--- src/rtl/universal_shift_register.sv ---
// Parametrised universal shift register: parallel load, single-step shift/rotate,
// and an autonomous burst sequencer with busy/done handshake.
module universal_shift_register #(
    parameter int WIDTH = 4,
    parameter int CNT_W = 3
) (
    input  logic             clk,
    input  logic             reset,
    input  logic             load,
    input  logic [WIDTH-1:0] data_in,
    input  logic [2:0]       op,
    input  logic             en,
    input  logic             start,
    input  logic [CNT_W-1:0] count,
    input  logic             ser_in_l,
    input  logic             ser_in_r,
    output logic [WIDTH-1:0] data_out,
    output logic             ser_out_l,
    output logic             ser_out_r,
    output logic             busy,
    output logic             done
);

    typedef enum logic {
        IDLE  = 1'b0,
        SHIFT = 1'b1
    } state_e;

    localparam logic [2:0] OP_SHL = 3'b001;
    localparam logic [2:0] OP_SHR = 3'b010;
    localparam logic [2:0] OP_ROL = 3'b011;
    localparam logic [2:0] OP_ROR = 3'b100;
    localparam logic [2:0] OP_ASR = 3'b101;

    state_e           state_q;
    logic [WIDTH-1:0] data_q;
    logic [WIDTH-1:0] data_d;
    logic [2:0]       op_q;
    logic [2:0]       step_op;
    logic [CNT_W-1:0] rem_q;
    logic             done_q;

    function automatic logic [WIDTH-1:0] step_f(
        input logic [WIDTH-1:0] d,
        input logic [2:0]       o,
        input logic             sl,
        input logic             sr
    );
        logic [WIDTH-1:0] r;
        case (o)
            OP_SHL:  r = {d[WIDTH-2:0], sr};
            OP_SHR:  r = {sl, d[WIDTH-1:1]};
            OP_ROL:  r = {d[WIDTH-2:0], d[WIDTH-1]};
            OP_ROR:  r = {d[0], d[WIDTH-1:1]};
            OP_ASR:  r = {d[WIDTH-1], d[WIDTH-1:1]};
            default: r = d;
        endcase
        return r;
    endfunction

    // A running burst uses its latched op; idle single steps use the live op.
    always_comb begin
        step_op = (state_q == SHIFT) ? op_q : op;
        data_d  = step_f(data_q, step_op, ser_in_l, ser_in_r);
    end

    always_ff @(posedge clk) begin
        if (reset) begin
            state_q <= IDLE;
            data_q  <= '0;
            op_q    <= '0;
            rem_q   <= '0;
            done_q  <= 1'b0;
        end else begin
            done_q <= 1'b0;
            case (state_q)
                IDLE: begin
                    if (load) begin
                        data_q <= data_in;
                    end else if (start) begin
                        if (count != '0) begin
                            op_q    <= op;
                            rem_q   <= count;
                            state_q <= SHIFT;
                        end else begin
                            done_q <= 1'b1;
                        end
                    end else if (en) begin
                        data_q <= data_d;
                    end
                end
                SHIFT: begin
                    if (load) begin
                        data_q  <= data_in;
                        rem_q   <= '0;
                        state_q <= IDLE;
                    end else begin
                        data_q <= data_d;
                        rem_q  <= rem_q - CNT_W'(1);
                        if (rem_q == CNT_W'(1)) begin
                            state_q <= IDLE;
                            done_q  <= 1'b1;
                        end
                    end
                end
                default: state_q <= IDLE;
            endcase
        end
    end

    assign data_out  = data_q;
    assign ser_out_l = data_q[WIDTH-1];
    assign ser_out_r = data_q[0];
    assign busy      = (state_q == SHIFT);
    assign done      = done_q;

endmodule

--- config.mk ---
export PLATFORM = sky130hd
export DESIGN_NAME = universal_shift_register
export DESIGN_NICKNAME = d
export VERILOG_FILES = /design/src/rtl/universal_shift_register.sv
export SDC_FILE = /design/constraint.sdc
export NUM_CORES = 1
export LEC_CHECK = 0
export CAP_MARGIN = 20
export CELL_PAD_IN_SITES_DETAIL_PLACEMENT = 0
export CELL_PAD_IN_SITES_GLOBAL_PLACEMENT = 1
export CORE_MARGIN = 2
export CORE_UTILIZATION = 36
export CTS_CLUSTER_DIAMETER = 30
export DETAILED_ROUTE_END_ITERATION = 10
export GPL_TIMING_DRIVEN = 0
export PLACE_DENSITY = 0.93
export SLEW_MARGIN = 20
export SYNTH_ARGS = -nofsm -noshare
export SYNTH_HDL_FRONTEND = slang
export SYNTH_SLANG_ARGS = --single-unit
--- constraint.sdc ---
create_clock -name clk -period 2.85 [get_ports clk]
set_input_delay 0.7125 -clock clk [delete_from_list [all_inputs] [get_ports clk]]
set_output_delay 0.7125 -clock clk [all_outputs]
set_load 0.05 [all_outputs]
Word level (Yosys, flattened, before mapping)
Index checks and enable logic that the tools add are counted.
{"block": "totals", "register_bits": 12, "wordCells": 47}
{"block": "op_classes", "addsub": 1, "eq_ne": 11, "mux": 24, "bitwise": 2, "n_reduce_logical": 4}
{"op": "one-hot mux 4 bit (5 select lines)", "n": 1}
{"op": "two-way mux 4 bit", "n": 4}
{"op": "two-way mux 3 bit", "n": 5}
{"op": "two-way mux 1 bit", "n": 10}
{"op": "one-hot mux 4 bit (2 select lines)", "n": 1}
{"op": "== test 3 x 1 -> 1 bit (second input constant)", "n": 2}
{"op": "== test 3 x 2 -> 1 bit (second input constant)", "n": 2}
{"op": "== test 3 bit (second input constant)", "n": 2}
{"op": "!= test 2 bit (second input constant)", "n": 3}
{"op": "!= test 3 bit (second input constant)", "n": 2}
{"op": "one-hot mux 3 bit (2 select lines)", "n": 1}
{"op": "one-hot mux 1 bit (2 select lines)", "n": 2}
{"op": "AND reduction 4 bit", "n": 1}
{"op": "AND reduction 3 bit", "n": 1}
{"op": "nonzero test 3 bit", "n": 1}
{"op": "subtractor 3 x 1 -> 3 bit (second input constant)", "n": 1}
{"op": "inverter 1 bit", "n": 2}
{"op": "AND reduction 2 bit", "n": 1}

Longest topological paths before layout
{"block": "logic_depth", "word_depth": 7, "ltp_mapped": 7}

Worst setup path before layout
Ideal clock, no wire load.
{"block": "synth_timing", "path_kind": "reg2reg", "startpoint": "reg state_q (netlist: busy)", "endpoint": "reg data_q[3] (netlist: data_out[3])", "t_arrival_ns": 1.750, "t_required_ns": 2.719, "slack_ns": 0.969, "stages_incl_launch_ff": 6, "n_path_buf": 0, "cell_sequence": "dfxtp_1 -> mux2i_2 -> nor2_1 -> mux2_1 -> o21ai_1 -> o41ai_2"}
{"block": "synth_via", "elab_chain_cells": 7}
{"item": "start, declared", "line_no": "35", "text": "state_e state_q;"}
{"item": "start signal, assigned", "line_no": "69", "text": "state_q <= IDLE;"}
{"item": "start signal, assigned", "line_no": "84", "text": "state_q <= SHIFT;"}
{"item": "start signal, assigned", "line_no": "96", "text": "state_q <= IDLE;"}
{"item": "two-way mux 3 bit", "line_no": "63", "text": "step_op = (state_q == SHIFT) ? op_q : op;"}
{"item": "== test 3 bit, or another cell as far along", "line_no": "50", "text": "case (o)"}
{"item": "one-hot mux 4 bit (5 select lines)", "line_no": "50"}
{"item": "two-way mux 4 bit", "line_no": "88", "text": "end else if (en) begin"}
{"item": "two-way mux 4 bit", "line_no": "80", "text": "end else if (start) begin"}
{"item": "two-way mux 4 bit", "line_no": "78", "text": "if (load) begin"}
{"item": "one-hot mux 4 bit (2 select lines)", "line_no": "76", "text": "case (state_q)"}
{"item": "end signal, assigned", "line_no": "79", "text": "data_q <= data_in;"}
{"item": "end signal, assigned", "line_no": "89", "text": "data_q <= data_d;"}
{"item": "end signal, assigned", "line_no": "94", "text": "data_q <= data_in;"}
{"item": "end, declared", "line_no": "36", "text": "logic [WIDTH-1:0] data_q;"}
Parallel ways exist; a longest one is shown, timed or not. The select of a mux whose other input is x is not followed.
A chain may end at the register's enable or synchronous reset.

Worst setup path after layout
{"block": "layout_timing", "startpoint": "reg data_q[0] (netlist: data_out[0])", "endpoint": "out data_out[0]"}
{"item": "end, declared", "line_no": "17", "text": "output logic [WIDTH-1:0] data_out,"}
No word-level cell between the ends.

==> results_dict.tcl <==
set metrics [dict create \
    status "finished clean" \
    syn_area_um2 832 \
    synthXorXnorAreaFrac 0.0316 \
    n_fill_cell 225 \
    fin_skew_ns 0.00639 \
    initial_core_util 0.380 \
    dr.first_iter.drc_count 7 \
    synth_common_cells "sky130_fd_sc_hd__dfxtp_1, sky130_fd_sc_hd__nor2_1, sky130_fd_sc_hd__a21oi_1, sky130_fd_sc_hd__mux2i_1, sky130_fd_sc_hd__inv_1" \
    hold_buffers 0 \
    post_synth_num_cell_types 40 \
    leakage_nw 0.435 \
    die_area_mm2 0.00271 \
    synth_compound_gate_area_share 0.239 \
    post-route-period-util 0.826 \
    grt_pass1_vias 776 \
    areaGrowthSynthToFinish_pct 36.2 \
    finalWirelength_um 2080 \
    synthAdderAreaFrac 0.0301 \
    crit-reg2reg-capture "data_out[3]" \
    worst_skew_pair.late_latency_ns 0.28 \
    avgViaCountPerCell 5.36 \
    hold_violations 0 \
    cts_tree "yes" \
    yosys_warnings 0 \
    number_of_synthesized_flops_with_an_enable_pin 0 \
    crit_path_capture "data_out[0]" \
    via_count 814 \
    highest_clock_rate_mhz 425 \
    io-pin-count 25 \
    pwr_density_cell_mw_per_mm2 429 \
    synthesis_stage_register_bit_count 12 \
    total_power_w 0.000486 \
    multi_input_comb_area_um2 534 \
    path_class "flip-flop to output port" \
    core_area_mm2 0.00219 \
    synthesis.instances 97 \
    worst_ir_drop_vdd_v 0.000315 \
    synth_top_area_frac 0.289 \
    worst-r2r-setup-slack_ns 1.09 \
    async_flop_share 0 \
    grt_max_degree 11 \
    drive_above_1_share 0.137 \
    rr_worst_depth 5 \
    worstHoldPathType "flip-flop to flip-flop" \
    grt_pass1_wl_um 3360 \
    finished_layout_cell_area_mm2 0.00113 \
    ctsRootBufferMaster "sky130_fd_sc_hd__clkbuf_4" \
    globalRoute.totalOverflow 0 \
    timing.critical_path.arrival_ns 1.64 \
    max-clock-path-buffers 2 \
    max-slew-margin-rel 0.673 \
    antenna_violating_nets_post_route 0 \
    placed_cell_area_mm2 0.00110 \
    synth_fp_nets 116 \
    yosys.cell_count.top_type "sky130_fd_sc_hd__dfxtp_1" \
    cts.repair.resized 0 \
    timing.setup.tns_ns 0 \
    reg2reg_launch_point "busy" \
    drtPass1Iterations 4 \
    critical_path_peak_fanout 5 \
    place_congestion 0.824 \
    cts.reportedPaths.clkPinSlew_ns 0.09 \
    ctsHtreeMaxLevel 1 \
    synthFlopType "sky130_fd_sc_hd__dfxtp_1" \
    share_of_cell_area_taken_by_muxes_after_synthesis 0.146 \
    yosys-top-cells-area "sky130_fd_sc_hd__dfxtp_1, sky130_fd_sc_hd__mux2i_1, sky130_fd_sc_hd__nor2_1" \
    crit_path_start "data_out[0]" \
    cp_data_required_time_ns 2.14 \
    clkSinkCount 12 \
    grt_setup_unrepaired "false" \
    avgSynthCellArea_um2 8.58 \
    io_buffer_count 23 \
    timing_max_transition_violations_final 0 \
    post-synth-top-area-cell "sky130_fd_sc_hd__dfxtp_1" \
    timing.critical_path.to_type "output port" \
    yosys.area_share.simple 0.195 \
    max_cap_viol_count 0 \
    dieWidth_um 52.1 \
    total_clock_buffers_created_by_cts 3 \
    proportion_of_synthesized_chip_area_in_sequential_cells 0.289 \
    post-route-min-period_ns 2.35 \
    tightestPinTransition_ns 0.481 \
    antennaDiodeCount 0 \
    grt_usage 0.166 \
    cts.repair_timing.setup_buffer_count 0 \
    crit_path_start_kind "flip-flop" \
    dp.final_hpwl_um 1560 \
    drcViolationCount 0 \
    seq_area_um2 240 \
    setup_violations 0 \
    nNetsFinal 144 \
    fp.dieH_um 52.1 \
    routed_wire_length_per_instance_um 13.7 \
    largest_family_of_logic_cells_by_synthesized_area "compound AO/OA/AOI/OAI gates" \
    grt_antenna_before_repair 0 \
    rows 17 \
]
[through the flow]
| stage | hold slack (ns) | cells | util | setup slack (ns) |
|---|---|---|---|---|
| after floorplan | 0.478 | 97 | - | 0.969 |
| after global placement | 0.491 | 148 | 0.501 | 0.387 |
| after detailed placement | 0.515 | 148 | 0.501 | 0.376 |
| after CTS | 0.536 | 152 | 0.517 | 0.491 |
| after global routing | 0.583 | 152 | 0.517 | 0.433 |
| final | 0.543 | 152 | 0.517 | 0.495 |
[state kept, by name, summed over array words and instances, names as in the netlist]
register	count
rem_q	3
busy	1
data_out	4
op_q	3
done	1
[cells in the final DEF (no fill, tap or decap), types with 2 or more instances in the layout]
master,count
sky130_fd_sc_hd__clkdlybuf4s50_1,23
sky130_fd_sc_hd__dfxtp_1,12
sky130_fd_sc_hd__nor2_1,10
sky130_fd_sc_hd__a21oi_1,7
sky130_fd_sc_hd__mux2i_1,7
sky130_fd_sc_hd__inv_1,6
sky130_fd_sc_hd__nor3_1,4
sky130_fd_sc_hd__o21ai_1,4
sky130_fd_sc_hd__nand2b_1,3
sky130_fd_sc_hd__nand2_1,3
sky130_fd_sc_hd__xor2_1,3
sky130_fd_sc_hd__a22oi_1,3
sky130_fd_sc_hd__clkbuf_4,3
sky130_fd_sc_hd__a32oi_1,2
sky130_fd_sc_hd__nor3b_1,2
sky130_fd_sc_hd__nand3_1,2
sky130_fd_sc_hd__o211ai_1,2
sky130_fd_sc_hd__ha_1,2
sky130_fd_sc_hd__buf_4,2
[per-layer routing]
metal  up-vias  part of all wire  GRT usage
li1        410                 -          -
met1       379              0.44      0.193
met2        21              0.49      0.302
met3         4             0.051     0.0316
met4         0             0.013     0.0526
met5         -                 0          0
[cell families (layout without fill, tap and decap cells)]
kind of cell / Yosys count / in the layout
DFF: 12 / 12
adders and majority gates: 2 / 2
muxes: 11 / 11
xor gates and xnor gates: 3 / 3
buffers and inverters: 11 / 38
AOI/OAI and AO/OA: 27 / 27
and+or+nand+nor: 31 / 31
[worst min-delay path by stage]
stage	from	endpoint	depth (start not counted)
2_1_floorplan	rem_q[1]	rem_q[1]	2
3_3_place_gp	rem_q[1]	rem_q[1]	2
3_5_place_dp	rem_q[1]	rem_q[1]	2
4_1_cts	rem_q[1]	rem_q[1]	2
5_1_grt	rem_q[1]	rem_q[1]	2
6_report	rem_q[1]	rem_q[1]	2
[area by class of cell]
cell class	instances	area share
Multi-Input combinational cell	74	0.471
Inverter	6	0.0199
Timing Repair Buffer	23	0.203
Buffer	5	0.0309
Sequential cell	12	0.212
Tap cell	28	0.0309
Clock buffer	4	0.0320
[critical path, stage by stage, from the launching register on]
cell	delay, ns
sky130_fd_sc_hd__dfxtp_1	0.44
sky130_fd_sc_hd__buf_4	0.14
sky130_fd_sc_hd__clkdlybuf4s50_1	0.78
[where the power goes]
| group | leakage, nW | internal, W | total (W) | switching [W] |
|---|---|---|---|---|
| Combinational | 0.316 | 0.0000709 | 0.000155 | 0.0000842 |
| Clock | 0.0210 | 0.0000777 | 0.000141 | 0.0000631 |
| Sequential | 0.0984 | 0.000178 | 0.000190 | 0.0000122 |
(Power assumes the default switching activity.)
